File: src/rtl/alu_step_sequencer_if.sv
// Control interface between the step sequencer (master) and the Datapath_P2 datapath (slave).
// The Step input exists only when SINGLE_STEP_EN is defined.
interface alu_step_sequencer_if #(
  parameter int IR_W  = 32,
  parameter int OPC_W = 5
);
`ifdef SINGLE_STEP_EN
  logic             Step;
`endif
  logic             Run;
  logic             MemReady;
  logic [IR_W-1:0]  Instr;

  logic             PCout, MARin, IncPC, Zin, Zlowout, PCin, Read, MDRin, MDRout, IRin;
  logic             Gra, Grb, Grc, Rin, Rout, Yin, Cout;
  logic [OPC_W-1:0] AluOp;
  logic             Busy, Done, Fault;

  modport master (
`ifdef SINGLE_STEP_EN
    input  Step,
`endif
    input  Run, MemReady, Instr,
    output PCout, MARin, IncPC, Zin, Zlowout, PCin, Read, MDRin, MDRout, IRin,
    output Gra, Grb, Grc, Rin, Rout, Yin, Cout,
    output AluOp, Busy, Done, Fault
  );

  modport slave (
`ifdef SINGLE_STEP_EN
    output Step,
`endif
    output Run, MemReady, Instr,
    input  PCout, MARin, IncPC, Zin, Zlowout, PCin, Read, MDRin, MDRout, IRin,
    input  Gra, Grb, Grc, Rin, Rout, Yin, Cout,
    input  AluOp, Busy, Done, Fault
  );
endinterface

File: src/rtl/alu_step_sequencer.sv
// Hardwired T0..T5 control-step sequencer with memory-ready timeout and continuous run.
// Define SINGLE_STEP_EN to add a HOLD state released by the Step input.
module alu_step_sequencer #(
  parameter int IR_W     = 32,
  parameter int OPC_W    = 5,
  parameter int WAIT_W   = 4,
  parameter int WAIT_MAX = 8
) (
  input  logic                 Clock,
  input  logic                 Clear,
  alu_step_sequencer_if.master bus
);

  typedef enum logic [3:0] {
    S_IDLE, S_T0, S_T1, S_T2, S_T3, S_T4, S_T5,
`ifdef SINGLE_STEP_EN
    S_HOLD,
`endif
    S_FAULT
  } state_t;

  state_t            state_q, state_d, tgt;
  logic              advance;
  logic [WAIT_W-1:0] wait_q, wait_d;
`ifdef SINGLE_STEP_EN
  state_t            hold_next_q, hold_next_d;
`endif

  logic [OPC_W-1:0] opc;
  logic             is_rtype, is_imm, is_unary;

  assign opc      = bus.Instr[IR_W-1 -: OPC_W];
  assign is_rtype = (opc >= OPC_W'(3))  && (opc <= OPC_W'(10));
  assign is_imm   = (opc >= OPC_W'(11)) && (opc <= OPC_W'(13));
  assign is_unary = (opc == OPC_W'(16)) || (opc == OPC_W'(17));

  // Every T-state that may pause under single-step requests its successor via
  // tgt/advance; the tail of this block decides whether to detour through HOLD.
  always_comb begin
    // NOTE: every variable gets a default first so no path leaves it unassigned (no latch).
    state_d = state_q;
    wait_d  = wait_q;
    tgt     = state_q;
    advance = 1'b0;
`ifdef SINGLE_STEP_EN
    hold_next_d = hold_next_q;
`endif
    case (state_q)
      S_IDLE: if (bus.Run) state_d = S_T0;
      S_T0: begin
        tgt     = S_T1;
        advance = 1'b1;
      end
      S_T1: begin
        if (bus.MemReady) begin
          wait_d  = '0;
          tgt     = S_T2;
          advance = 1'b1;
        end else if (wait_q == WAIT_W'(WAIT_MAX - 1)) begin
          wait_d  = '0;
          state_d = S_FAULT;
        end else begin
          wait_d  = wait_q + 1'b1;
        end
      end
      S_T2: begin
        tgt     = S_T3;
        advance = 1'b1;
      end
      S_T3: begin
        if (is_unary) begin
          tgt     = S_T5;
          advance = 1'b1;
        end else if (is_rtype || is_imm) begin
          tgt     = S_T4;
          advance = 1'b1;
        end else begin
          state_d = S_FAULT;
        end
      end
      S_T4: begin
        tgt     = S_T5;
        advance = 1'b1;
      end
      S_T5:    state_d = bus.Run ? S_T0 : S_IDLE;
`ifdef SINGLE_STEP_EN
      S_HOLD:  if (bus.Step) state_d = hold_next_q;
`endif
      S_FAULT: if (!bus.Run) state_d = S_IDLE;
      default: state_d = S_IDLE;
    endcase

    if (advance) begin
`ifdef SINGLE_STEP_EN
      state_d     = S_HOLD;
      hold_next_d = tgt;
`else
      state_d     = tgt;
`endif
    end
  end

  always_ff @(posedge Clock or posedge Clear) begin
    // NOTE: state flops use non-blocking assignments so all of them update together at the edge.
    if (Clear) begin
      state_q     <= S_IDLE;
      wait_q      <= '0;
`ifdef SINGLE_STEP_EN
      hold_next_q <= S_IDLE;
`endif
    end else begin
      state_q     <= state_d;
      wait_q      <= wait_d;
`ifdef SINGLE_STEP_EN
      hold_next_q <= hold_next_d;
`endif
    end
  end

  // Moore decode: IR is only trusted from T3 on, so class decode is used in T3/T4 alone.
  always_comb begin
    bus.PCout   = 1'b0;  bus.MARin  = 1'b0;  bus.IncPC = 1'b0;  bus.Zin   = 1'b0;
    bus.Zlowout = 1'b0;  bus.PCin   = 1'b0;  bus.Read  = 1'b0;  bus.MDRin = 1'b0;
    bus.MDRout  = 1'b0;  bus.IRin   = 1'b0;  bus.Gra   = 1'b0;  bus.Grb   = 1'b0;
    bus.Grc     = 1'b0;  bus.Rin    = 1'b0;  bus.Rout  = 1'b0;  bus.Yin   = 1'b0;
    bus.Cout    = 1'b0;  bus.AluOp  = '0;    bus.Done  = 1'b0;
    bus.Busy    = (state_q != S_IDLE);
    bus.Fault   = (state_q == S_FAULT);
    case (state_q)
      S_T0: begin
        bus.PCout = 1'b1;  bus.MARin = 1'b1;  bus.IncPC = 1'b1;  bus.Zin = 1'b1;
      end
      S_T1: begin
        bus.Zlowout = 1'b1;  bus.Read = 1'b1;  bus.MDRin = 1'b1;
        bus.PCin    = (wait_q == '0);
      end
      S_T2: begin
        bus.MDRout = 1'b1;  bus.IRin = 1'b1;
      end
      S_T3: begin
        if (is_unary) begin
          bus.Grb = 1'b1;  bus.Rout = 1'b1;  bus.Zin = 1'b1;  bus.AluOp = opc;
        end else if (is_rtype || is_imm) begin
          bus.Grb = 1'b1;  bus.Rout = 1'b1;  bus.Yin = 1'b1;
        end
      end
      S_T4: begin
        if (is_rtype) begin
          bus.Grc = 1'b1;  bus.Rout = 1'b1;  bus.Zin = 1'b1;  bus.AluOp = opc;
        end else if (is_imm) begin
          bus.Cout = 1'b1;  bus.Zin = 1'b1;  bus.AluOp = opc;
        end
      end
      S_T5: begin
        bus.Zlowout = 1'b1;  bus.Gra = 1'b1;  bus.Rin = 1'b1;  bus.Done = 1'b1;
      end
      default: ;
    endcase
  end

endmodule
File: src/flat_wrapper.sv
// flat-port wrapper written by rule: the top's interface ports become plain ports
module alu_step_sequencer_flat 
#(
  parameter int IR_W     = 32,
  parameter int OPC_W    = 5,
  parameter int WAIT_W   = 4,
  parameter int WAIT_MAX = 8
)
  (Clock, Clear, bus_Run, bus_MemReady, bus_Instr, bus_PCout, bus_MARin, bus_IncPC, bus_Zin, bus_Zlowout, bus_PCin, bus_Read, bus_MDRin, bus_MDRout, bus_IRin, bus_Gra, bus_Grb, bus_Grc, bus_Rin, bus_Rout, bus_Yin, bus_Cout, bus_AluOp, bus_Busy, bus_Done, bus_Fault);
  alu_step_sequencer_if #(.IR_W(IR_W), .OPC_W(OPC_W)) bus_i ();
  input  logic Clock;
  input  logic Clear;
  input wire logic [$bits(bus_i.Run)-1:0] bus_Run;
  input wire logic [$bits(bus_i.MemReady)-1:0] bus_MemReady;
  input wire logic [$bits(bus_i.Instr)-1:0] bus_Instr;
  output wire logic [$bits(bus_i.PCout)-1:0] bus_PCout;
  output wire logic [$bits(bus_i.MARin)-1:0] bus_MARin;
  output wire logic [$bits(bus_i.IncPC)-1:0] bus_IncPC;
  output wire logic [$bits(bus_i.Zin)-1:0] bus_Zin;
  output wire logic [$bits(bus_i.Zlowout)-1:0] bus_Zlowout;
  output wire logic [$bits(bus_i.PCin)-1:0] bus_PCin;
  output wire logic [$bits(bus_i.Read)-1:0] bus_Read;
  output wire logic [$bits(bus_i.MDRin)-1:0] bus_MDRin;
  output wire logic [$bits(bus_i.MDRout)-1:0] bus_MDRout;
  output wire logic [$bits(bus_i.IRin)-1:0] bus_IRin;
  output wire logic [$bits(bus_i.Gra)-1:0] bus_Gra;
  output wire logic [$bits(bus_i.Grb)-1:0] bus_Grb;
  output wire logic [$bits(bus_i.Grc)-1:0] bus_Grc;
  output wire logic [$bits(bus_i.Rin)-1:0] bus_Rin;
  output wire logic [$bits(bus_i.Rout)-1:0] bus_Rout;
  output wire logic [$bits(bus_i.Yin)-1:0] bus_Yin;
  output wire logic [$bits(bus_i.Cout)-1:0] bus_Cout;
  output wire logic [$bits(bus_i.AluOp)-1:0] bus_AluOp;
  output wire logic [$bits(bus_i.Busy)-1:0] bus_Busy;
  output wire logic [$bits(bus_i.Done)-1:0] bus_Done;
  output wire logic [$bits(bus_i.Fault)-1:0] bus_Fault;
  assign bus_i.Run = bus_Run;
  assign bus_i.MemReady = bus_MemReady;
  assign bus_i.Instr = bus_Instr;
  assign bus_PCout = bus_i.PCout;
  assign bus_MARin = bus_i.MARin;
  assign bus_IncPC = bus_i.IncPC;
  assign bus_Zin = bus_i.Zin;
  assign bus_Zlowout = bus_i.Zlowout;
  assign bus_PCin = bus_i.PCin;
  assign bus_Read = bus_i.Read;
  assign bus_MDRin = bus_i.MDRin;
  assign bus_MDRout = bus_i.MDRout;
  assign bus_IRin = bus_i.IRin;
  assign bus_Gra = bus_i.Gra;
  assign bus_Grb = bus_i.Grb;
  assign bus_Grc = bus_i.Grc;
  assign bus_Rin = bus_i.Rin;
  assign bus_Rout = bus_i.Rout;
  assign bus_Yin = bus_i.Yin;
  assign bus_Cout = bus_i.Cout;
  assign bus_AluOp = bus_i.AluOp;
  assign bus_Busy = bus_i.Busy;
  assign bus_Done = bus_i.Done;
  assign bus_Fault = bus_i.Fault;
  alu_step_sequencer #(.IR_W(IR_W), .OPC_W(OPC_W), .WAIT_W(WAIT_W), .WAIT_MAX(WAIT_MAX)) u_core (.Clock(Clock), .Clear(Clear), .bus(bus_i));
endmodule
File: config.mk
export PLATFORM = sky130hd
export DESIGN_NAME = alu_step_sequencer_flat
export DESIGN_NICKNAME = d
export VERILOG_FILES = /design/src/rtl/alu_step_sequencer_if.sv /design/src/rtl/alu_step_sequencer.sv /design/src/flat_wrapper.sv
export SDC_FILE = /design/constraint.sdc
export NUM_CORES = 1
export LEC_CHECK = 0
export CORE_MARGIN = 2
export CORE_UTILIZATION = 47
export CTS_CLUSTER_DIAMETER = 40
export CTS_CLUSTER_SIZE = 14
export DETAILED_ROUTE_END_ITERATION = 8
export DONT_BUFFER_PORTS = 1
export PLACE_DENSITY = 0.66
export SLEW_MARGIN = 20
export SYNTH_ARGS = -nofsm -noshare
export SYNTH_HDL_FRONTEND = slang
export SYNTH_SLANG_ARGS = --single-unit
File: constraint.sdc
create_clock -name Clock -period 4.35 [get_ports Clock]
set_clock_uncertainty 0.05 [all_clocks]
set_input_delay 0.87 -clock Clock [delete_from_list [all_inputs] [get_ports Clock]]
set_output_delay 0.87 -clock Clock [all_outputs]
set_load 0.05 [all_outputs]
==> key figures, run 1 <==
Outcome
  – Run status: finished clean

Yosys
  – Yosys warning total: 0
  – Synth Register Bits: 7
  – Proportion of synthesized chip area in sequential cells: 0.2607
  – Cells after synthesis: 89
  – Fraction of registers with async set/reset: 1.000
  – Unique cell type count in the Yosys netlist: 32
  – Syn Area/Cell: about 7.5 µm²
  – Post-synth top flop: dfrtp_1
  – Post-synthesis cell area: 671.9 µm²
  – Number of flops mapped to enable cells by yosys: 0
  – Synthesized netlist net count: ~130

Worst setup path
  – Critical path fanouts, max: 6
  – Count of buffer and inverter cells on the critical path: 1
  – Crit-path max cell delay: 0.55 ns
  – Crit. End Element: output pin
  – Startpoint-to-endpoint class of the critical path: input pin to output pin
  – Cell-by-cell trace of the critical path: or4b_4 > nor2_1 > buf_4 > or3_1
  – R2r worst-path depth: 4
  – Critical path required time: 3.43 ns
  – Slowest cell on crit path: or4b_4
  – Worst Path Arrival: ~2.2 ns
  – Kind of cell with the highest combined delay on the critical path: simple AND/OR/NAND/NOR gates
  – Startpoint of the most critical register-to-register path: u_core.state_q[2]$_DFFE_PP0P_
  – Critical path launch point type: input pin
  – Endpoint of the most critical register-to-register path: u_core.wait_q[2]$_DFFE_PP0P_
  – Register-to-register path setup slack: slightly above 2 ns
  – Critical path startpoint: bus_Instr[30]

Detailed routing
  – Number of vias after detailed routing: between 600 and 700
  – Number of violations reported at the end of detailed-routing iteration 0: 16
  – Routed wire length: roughly 1400 µm
  – First-pass iteration count of the detailed router: 4
  – DRC viols: 0
  – Drt wl/cell: 13.36 µm
  – Vias per cell: 5.762
  – Number of nets with antenna violations after detailed routing: 0

GRT
  – Number of global-route vias before repair: around 570
  – Antenna violations before repair: 0
  – First-pass GRT wire length: 2408 µm
  – Maximum number of pins on one net before global-route repair: 15
  – Overall global routing resource usage: 0.1817
  – Overall overflow remaining after global route: 0

Cells and area
  – Diodes inserted: 0
  – Area growth from synthesis to layout: 6.890%
  – Final design utilization: 0.5451
  – Fraction of layout cells with a size suffix above 1: 0.2000
  – Total Nets Final: about 130
  – Final cell area excluding filler cells: slightly above 700 µm²
  – Final standard cell count with taps included and fillers excluded: roughly 110

Power
  – Tot Pwr: roughly 0.64 mW
  – Lkg Pwr: ~0.34 nW
  – Maximum VDD drop: ~370 µV
  – Cell area power density: 890.1 mW/mm²

Floorplan
  – FP Rows: 13
  – Effective utilization at floorplan: 0.5100
  – Ports placed on the boundary: 61
  – Vertical extent of the die: around 42 µm
  – Placeable core area: about 0.0013 mm²
  – Die Area: 0.001748 mm²
  – Overall die width: ~42 µm

STA
  – Worst rel slew slack: 0.2941
  – Highest clock frequency the design can meet: roughly 320 MHz
  – Endpoints failing setup: 0
  – Transition time at the pin with the least slew margin: 1.058 ns
  – Aggregate negative setup slack: 0 ns
  – Fin crit share: 0.7108
  – Final hold slack: roughly 0.38 ns
  – Number of pins with negative max-slew slack in the final report: 0
  – Final hold vios: 0
  – Unrepaired setup endpoints after global routing: false
  – Min setup slack post-route: 1.258 ns
  – Minimum clock period: about 3.1 ns

Placement
  – Post-Place Cells: 101
  – Post-DP HPWL: roughly 1000 µm
  – Area after DPL: 691.9 µm²
  – Dpl ws: around 1.3 ns
  – Weighted congestion at the end of routability-driven global placement: about 0.84
  – Number of buffers inserted by port buffering: 0

Clocking
  – Worst-skew pair later-pin latency: approximately 0.26 ns
  – Clk slew on worst S/H paths: approximately 0.050 ns
  – Post-cts hold buffer count: 0
  – Gates resized, CTS repair: 0
  – Number of buffers added by the clock tree synthesis step: 3
  – Number of buffers inserted to repair setup after CTS: 0
  – Cell at the root of the clock tree: clkbuf_4
  – Number of buffers on the longest clock path: 2
  – H-tree lvl count: 1
  – CTS sink cnt: 7
  – CTS tree: yes

Run
  – Max cap viols: 0

Min path
  – Min-delay worst type: input pin to asynchronous set/reset pin
[cell type report]
type / count / area (µm²)
fillers: 136 / 599.3
well taps: 15 / 18.77
multi-input cells: 67 / 430.4
inverters: 6 / 22.52
clock buffers: 4 / 26.28
repair buffers: 6 / 45.04
flip-flops and latches: 7 / 175.2
[metal layers]
metal  routed length (µm)  GRT usage  up-vias
met5                    0          0        -
met4                   36     0.1032        0
met3                  127    0.08696        5
met2                  577     0.2406       23
met1                  661     0.2361      269
li1                     -          -      308
[worst max path at each step]
stage,endpoint,slack (ns),cells past startpoint
after CTS,bus_Zin,1.25,4
final,bus_Zin,1.26,4
after global routing,bus_Zin,1.20,4
after detailed placement,bus_Zin,1.25,4
after floorplan,bus_Rout,0.79,3
after global placement,bus_Zin,1.26,4
[kinds of logic (layout without fill, tap and decap cells)]
group,after synthesis,in the layout,synth area share
AOI/OAI and AO/OA,18,18,0.1676
adders and majority gates,2,2,0.03724
buffers and inverters,15,16,0.1229
DFF,7,7,0.2607
muxes,1,1,0.01490
and+or+nand+nor,46,46,0.3967
[layout by cell type, fill, tap and decap left out, types with 3 or more instances in the layout]
cell type	instances
buf_4	6
nand3_1	5
and2_1	5
or3_1	3
nor2_1	6
clkbuf_4	3
nand2b_1	3
a31oi_1	4
o21ai_0	7
dfrtp_1	7
nand2_1	8
inv_1	6
[power by group]
group          switching, mW  internal, mW  total, mW
logic                  0.328         0.100      0.429
registers             0.0552        0.0949      0.150
clock network         0.0254        0.0351     0.0605
total                  0.409         0.230      0.639
[flip-flops by register name (all words and copies together), names as in the netlist]
signal and cells:
u_core.state_q 3, u_core.wait_q 4
[cells in the mapped netlist, types with 2 or more instances]
master    n  area [µm²]
ha_1      2       25.02
and2_1    5       31.28
nor4b_1   2       17.52
a21oi_1   2       10.01
nor2_1    8       30.03
or3_1     3       18.77
nand2b_1  3       18.77
inv_1     6       22.52
buf_4     6       45.04
dfrtp_1   7       175.2
buf_2     3       15.01
nand2_1   8       30.03
a31oi_1   4       25.02
and3_1    2       12.51
o21ai_0   7       35.03
nand3_1   5       25.02
Note: power is estimated with default switching activity, not from simulation.
==> inputs of run 2 (changes only) <==
==> constraint.sdc (replaced) <==
create_clock -name Clock -period 2.9 [get_ports Clock]
set_clock_uncertainty 0.05 [all_clocks]
set_input_delay 0.58 -clock Clock [delete_from_list [all_inputs] [get_ports Clock]]
set_output_delay 0.58 -clock Clock [all_outputs]
set_load 0.05 [all_outputs]
==> run 2 against run 1 <==
Via count is 3.3% higher. Cell count is 4.8% higher. Die area stayed put. Flip-flop and latch count stayed put. Worst setup slack worse by 0.91 ns. Core utilization is 5.2 points higher. Critical path type is now flip-flop to output pin. Highest routed layer unchanged.
==> key figures, run 2 (same netlist as run 1, synthesis figures left out) <==
Floorplan
  – Effective utilization at floorplan: 0.5100 (unchanged)
  – FP Rows: 13 (unchanged)
  – Die Area: 0.001748 mm² (unchanged)
  – Placeable core area: 0.001318 mm² (unchanged)
  – Vertical extent of the die: 41.81 µm (unchanged)
  – Overall die width: 41.81 µm (unchanged)
  – Ports placed on the boundary: 61 (unchanged)

GRT
  – First-pass GRT wire length: 2539 µm (was 2408 µm)
  – Overall global routing resource usage: 0.1824 (was 0.1817)
  – Number of global-route vias before repair: 603 (was 566)
  – Antenna violations before repair: 0 (unchanged)
  – Maximum number of pins on one net before global-route repair: 15 (unchanged)
  – Overall overflow remaining after global route: 0 (unchanged)

Min path
  – Min-delay worst type: input pin to asynchronous set/reset pin (unchanged)

Clocking
  – Cell at the root of the clock tree: clkbuf_4 (unchanged)
  – Clk slew on worst S/H paths: 0.06 ns (was 0.05 ns)
  – Number of buffers inserted to repair setup after CTS: 0 (unchanged)
  – Worst-skew pair later-pin latency: 0.26 ns (about the same)
  – Number of buffers on the longest clock path: 2 (unchanged)
  – CTS tree: yes (unchanged)
  – CTS sink cnt: 7 (unchanged)
  – Gates resized, CTS repair: 0 (unchanged)
  – Post-cts hold buffer count: 0 (unchanged)
  – Number of buffers added by the clock tree synthesis step: 3 (unchanged)
  – H-tree lvl count: 1 (unchanged)

Detailed routing
  – DRC viols: 0 (unchanged)
  – Number of violations reported at the end of detailed-routing iteration 0: 23 (was 16)
  – Number of nets with antenna violations after detailed routing: 0 (unchanged)
  – Drt wl/cell: 13.09 µm (was 13.36 µm)
  – Vias per cell: 5.682 (was 5.762)
  – Number of vias after detailed routing: 625 (was 605)
  – Routed wire length: 1440 µm (was 1403 µm)
  – First-pass iteration count of the detailed router: 4 (unchanged)

Worst setup path
  – Worst Path Arrival: 1.92 ns (was 2.17 ns)
  – Critical path required time: 2.27 ns (was 3.43 ns)
  – Critical Path End: bus_Yin (was bus_Zin)
  – Crit-path max cell delay: 0.76 ns (was 0.55 ns)
  – Count of buffer and inverter cells on the critical path: 0 (was 1)
  – Startpoint of the most critical register-to-register path: u_core.state_q[2]$_DFFE_PP0P_ (unchanged)
  – Crit. End Element: output pin (unchanged)
  – Critical path fanouts, max: 10 (was 6)
  – R2r worst-path depth: 4 (unchanged)
  – Critical path startpoint: u_core.state_q[2]$_DFFE_PP0P_ (was bus_Instr[30])
  – Cell-by-cell trace of the critical path: and2b_2 > nand2b_1 > nor2_1 (was or4b_4 > nor2_1 > buf_4 > or3_1)
  – Endpoint of the most critical register-to-register path: u_core.state_q[0]$_DFFE_PP0P_ (was u_core.wait_q[2]$_DFFE_PP0P_)
  – Count of cell instances traversed by the critical path: 3 (was 4)
  – Register-to-register path setup slack: 0.90 ns (was 2.02 ns)
  – Kind of cell with the highest combined delay on the critical path: simple AND/OR/NAND/NOR gates (unchanged)
  – Slowest cell on crit path: nor2_1 (was or4b_4)
  – Startpoint-to-endpoint class of the critical path: flip-flop to output pin (was input pin to output pin)
  – Critical path launch point type: flip-flop (was input pin)

STA
  – Fin crit share: 0.8806
  – Final hold vios: 0 (unchanged)
  – Aggregate negative setup slack: 0 ns (unchanged)
  – Transition time at the pin with the least slew margin: 0.9620 ns (was 1.058 ns)
  – Unrepaired setup endpoints after global routing: false (unchanged)
  – Number of pins with negative max-slew slack in the final report: 0 (unchanged)
  – Endpoints failing setup: 0 (unchanged)
  – Worst rel slew slack: 0.3563 (was 0.2941)
  – Highest clock frequency the design can meet: about 390 MHz
  – Minimum clock period: approximately 2.6 ns

Power
  – Lkg Pwr: 0.3732 nW (was 0.3407 nW)
  – Maximum VDD drop: 739.1 µV (was 373.7 µV)
  – Tot Pwr: 1.046 mW (was 0.6393 mW)
  – Cell area power density: 1329 mW/mm² (was 890.1 mW/mm²)

Cells and area
  – Fraction of layout cells with a size suffix above 1: 0.2632 (was 0.2000)
  – Diodes inserted: 0 (unchanged)
  – Area growth from synthesis to layout: 17.13% (was 6.890%)
  – Max reg flops: 4 (unchanged)
  – Largest reg by FF count: u_core.wait_q (unchanged)
  – Most frequent cells in the layout: buf_4, nand2_1, o21ai_0, dfrtp_1, inv_1 (was nand2_1, o21ai_0, dfrtp_1)
  – Total Nets Final: 134 (was 129)
  – Largest registers in the final layout: u_core.wait_q: 4 flops, u_core.state_q: 3 flops (unchanged)
  – Most frequent standard cell in the layout excluding fill and tap cells: buf_4 (was nand2_1)
  – Final cell area excluding filler cells: 787.0 µm² (was 718.2 µm²)

Run
  – Max cap viols: 0 (unchanged)

Placement
  – Weighted congestion at the end of routability-driven global placement: 0.8518 (was 0.8412)
  – Number of buffers inserted by port buffering: 0 (unchanged)
  – Area after DPL: 760.7 µm² (was 691.9 µm²)
  – Post-DP HPWL: 1124 µm (was 1027 µm)

Outcome
  – Run status: finished clean (unchanged)
==> run 2: worst register-to-register path: stages (launching register included) <==
cell and delay [ns]:
dfrtp_1 0.54, and2b_2 0.26, nand2b_1 0.11, nor2_1 0.76, or3_1 0.23
==> run 2: power breakdown <==
part / switching [mW] / internal [mW] / leakage, nW
clock network: 0.0410 / 0.0528 / 0.0150
logic: 0.509 / 0.215 / 0.272
registers: 0.0858 / 0.142 / 0.0859
==> run 2: metal layers <==
layer  vias to the layer above  GRT usage  share of wire
met2                        27     0.2813           0.42
met4                         0    0.05806         0.0076
li1                        322          -              -
met3                         2    0.08261           0.10
met5                         -          0              0
met1                       274     0.2249           0.47
==> run 2: stage by stage <==
step,hold slack [ns],worst slack [ns],utilization,std cells
floorplan,0.3334,0.1673,-,89
global placement,0.3615,0.4836,0.5774,106
detailed placement,0.3670,0.4847,0.5774,106
CTS,0.08998,0.3370,0.5973,110
global route,0.09398,0.2660,0.5973,110
finish,0.08602,0.3463,0.5973,110
==> run 2: how the worst min path moves through the flow <==
stage                     start                            end  slack (ns)
after floorplan           Clear  u_core.state_q[0]$_DFFE_PP0P_        0.33
after global placement    Clear   u_core.wait_q[1]$_DFFE_PP0P_        0.36
after detailed placement  Clear   u_core.wait_q[1]$_DFFE_PP0P_        0.37
after CTS                 Clear   u_core.wait_q[1]$_DFFE_PP0P_        0.09
after global routing      Clear   u_core.wait_q[1]$_DFFE_PP0P_        0.09
final                     Clear   u_core.wait_q[1]$_DFFE_PP0P_        0.09
==> run 2: layout make-up <==
class / instances / area (µm²)
Tap cell: 15 / 18.77
Inverter: 6 / 22.52
Multi-Input combinational cell: 67 / 436.7
Timing Repair Buffer: 11 / 107.6
Sequential cell: 7 / 175.2
Clock buffer: 4 / 26.28
Fill cell: 123 / 530.5
==> inputs of run 3 (changes only) <==
--- a/config.mk
+++ b/config.mk
@@ -11,7 +11,7 @@
 export CTS_CLUSTER_SIZE = 14
 export DETAILED_ROUTE_END_ITERATION = 8
 export DONT_BUFFER_PORTS = 1
-export PLACE_DENSITY = 0.66
+export PLACE_DENSITY = 0.68
 export SLEW_MARGIN = 20
 export SYNTH_ARGS = -nofsm -noshare
 export SYNTH_HDL_FRONTEND = slang
==> constraint.sdc (replaced) <==
create_clock -name Clock -period 2.15 [get_ports Clock]
set_clock_uncertainty 0.05 [all_clocks]
set_input_delay 0.43 -clock Clock [delete_from_list [all_inputs] [get_ports Clock]]
set_output_delay 0.43 -clock Clock [all_outputs]
set_load 0.05 [all_outputs]
==> run 3 against run 2 <==
Flip-flop and latch count is the same. Worst hold slack gained 0.17 ns. Cell count grew 7.3%. Combinational power grew 60%. Die area is the same. Critical path type unchanged. Critical endpoint is now bus_PCin. Highest routed layer is now met3.
==> key figures, run 3 (same netlist as run 1, synthesis figures left out) <==
Detailed routing
  – DRC viols: 0 (unchanged)
  – Number of vias after detailed routing: 655 (was 625)
  – Vias per cell: 5.551 (was 5.682)
  – Number of violations reported at the end of detailed-routing iteration 0: 9 (was 23)
  – Routed wire length: 1568 µm (was 1440 µm)
  – Drt wl/cell: 13.29 µm (was 13.09 µm)
  – Number of nets with antenna violations after detailed routing: 0 (unchanged)
  – First-pass iteration count of the detailed router: 4 (unchanged)

Cells and area
  – Diodes inserted: 0 (unchanged)
  – Max reg flops: 4 (unchanged)
  – Most frequent standard cell in the layout excluding fill and tap cells: buf_4 (unchanged)
  – Most frequent cells in the layout: buf_4, nand2_1, o21ai_0, dfrtp_1, inv_1 (unchanged)
  – Final cell area excluding filler cells: 924.6 µm² (was 787.0 µm²)
  – Largest reg by FF count: u_core.wait_q (unchanged)
  – Final design utilization: 0.7018 (was 0.5973)
  – Largest registers in the final layout: u_core.wait_q: 4 flops, u_core.state_q: 3 flops (unchanged)
  – Area growth from synthesis to layout: 37.62% (was 17.13%)
  – Fraction of layout cells with a size suffix above 1: 0.3689 (was 0.2632)
  – Final standard cell count with taps included and fillers excluded: 118 (was 110)
  – Total Nets Final: 142 (was 134)

Clocking
  – Worst-skew pair later-pin latency: 0.25 ns (was 0.26 ns)
  – Clk slew on worst S/H paths: 0.05 ns (was 0.06 ns)
  – CTS sink cnt: 7 (unchanged)
  – Number of buffers inserted to repair setup after CTS: 0 (unchanged)
  – Number of buffers added by the clock tree synthesis step: 3 (unchanged)
  – CTS tree: yes (unchanged)
  – H-tree lvl count: 1 (unchanged)
  – Cell at the root of the clock tree: clkbuf_4 (unchanged)
  – Number of buffers on the longest clock path: 2 (unchanged)

Placement
  – Weighted congestion at the end of routability-driven global placement: 0.8326 (was 0.8518)
  – Area after DPL: 880.8 µm² (was 760.7 µm²)
  – Post-Place Cells: 113 (was 106)
  – Post-DP HPWL: 1217 µm (was 1124 µm)
  – Dpl ws: 0.1381 ns (was 0.4847 ns)
  – Number of buffers inserted by port buffering: 0 (unchanged)

Worst setup path
  – Startpoint-to-endpoint class of the critical path: flip-flop to output pin (unchanged)
  – Crit. End Element: output pin (unchanged)
  – Worst Path Arrival: 1.59 ns (was 1.92 ns)
  – Critical path fanouts, max: 5 (was 10)
  – Critical path required time: 1.67 ns (was 2.27 ns)
  – Critical path launch point type: flip-flop (unchanged)

Floorplan
  – Effective utilization at floorplan: 0.5100 (unchanged)
  – FP Rows: 13 (unchanged)
  – Overall die width: 41.81 µm (unchanged)
  – Die Area: 0.001748 mm² (unchanged)
  – Ports placed on the boundary: 61 (unchanged)
  – Vertical extent of the die: 41.81 µm (unchanged)
  – Placeable core area: 0.001318 mm² (unchanged)

Power
  – Cell area power density: 1652 mW/mm² (was 1329 mW/mm²)
  – Maximum VDD drop: 924.5 µV (was 739.1 µV)
  – Lkg Pwr: 0.4295 nW (was 0.3732 nW)

STA
  – Aggregate negative setup slack: 0 ns (unchanged)
  – Transition time at the pin with the least slew margin: 0.4581 ns (was 0.9620 ns)
  – Endpoints failing setup: 0 (unchanged)
  – Final hold vios: 0 (unchanged)
  – Number of pins with negative max-slew slack in the final report: 0 (unchanged)
  – Fin crit share: 0.9614
  – Unrepaired setup endpoints after global routing: false (unchanged)
  – Highest clock frequency the design can meet: around 480 MHz
  – Minimum clock period: 2.067 ns
  – Worst rel slew slack: 0.6952 (was 0.3563)
  – Min setup slack post-route: 0.08303 ns (was 0.3463 ns)

GRT
  – Maximum number of pins on one net before global-route repair: 14 (was 15)
  – First-pass GRT wire length: 2766 µm (was 2539 µm)
  – Overall overflow remaining after global route: 0 (unchanged)
  – Overall global routing resource usage: 0.2025 (was 0.1824)
  – Number of global-route vias before repair: 665 (was 603)
  – Antenna violations before repair: 0 (unchanged)

Run
  – Max cap viols: 0 (unchanged)

Min path
  – Min-delay worst type: input pin to flip-flop (was input pin to asynchronous set/reset pin)

Outcome
  – Run status: finished clean (unchanged)
-- run 3: cell types whose count changed in the layout (fill, tap and decap cells not counted), sizes merged --
cell         previous run  this run
buf                    11        18
dlygate4sd3             0         1
-- run 3: area by class of cell --
type | instances | area, µm²
tap | 15 | 18.77
clock buffer | 4 | 26.28
timing repair buffer | 19 | 207.7
fill | 111 | 392.9
inverter | 6 | 22.52
sequential | 7 | 175.2
multi-input combinational | 67 | 474.2
-- run 3: metrics by stage --
step,hold WS [ns],power (mW)
finish,0.2560,1.528
global route,0.2408,1.626
detailed placement,0.2127,1.392
CTS,0.2438,1.519
floorplan,0.1834,1.161
global placement,0.2114,1.376
-- run 3: critical path: stages, from the launching register on --
cell,delay (ns)
dfrtp_1,0.39
or3b_4,0.44
nor4b_4,0.32
buf_12,0.18
-- run 3: path summary, 6_finish.rpt --
| check | startpoint | to | slack (ns) | cells past startpoint |
|---|---|---|---|---|
| setup / recovery | u_core.state_q[2]$_DFFE_PP0P_ | bus_PCin | 0.08 | 3 |
| hold / removal | bus_MemReady | u_core.wait_q[3]$_DFFE_PP0P_ | 0.26 | 1 |
| setup reg to reg | u_core.state_q[1]$_DFFE_PP0P_ | u_core.state_q[0]$_DFFE_PP0P_ | 0.49 | 5 |
| hold reg to reg | u_core.wait_q[1]$_DFFE_PP0P_ | u_core.wait_q[1]$_DFFE_PP0P_ | 0.57 | 2 |
| max in group asynchronous | Clear | u_core.wait_q[3]$_DFFE_PP0P_ | 1.33 | 2 |
| min in group asynchronous | Clear | u_core.wait_q[1]$_DFFE_PP0P_ | 0.50 | 2 |
-- run 3: per-layer routing --
metal,GRT usage,vias up,share of wire
li1,-,336,-
met1,0.2633,295,0.45
met2,0.3156,24,0.47
met3,0.09565,0,0.085
met4,0.01935,0,0
met5,0,-,0
-- run 3: power by group --
part	internal, mW	total [mW]	switching, mW
combinational	0.376	1.16	0.781
sequential	0.193	0.255	0.0620
clock	0.0706	0.116	0.0453
-- run 3: repair_timing --
item / 4_1_cts / 5_1_grt
hold buffers: 1 / 0
hold endpoints to repair: 7 / 0
gates resized for setup: 0 / 3
setup endpoints to repair: 0 / 4
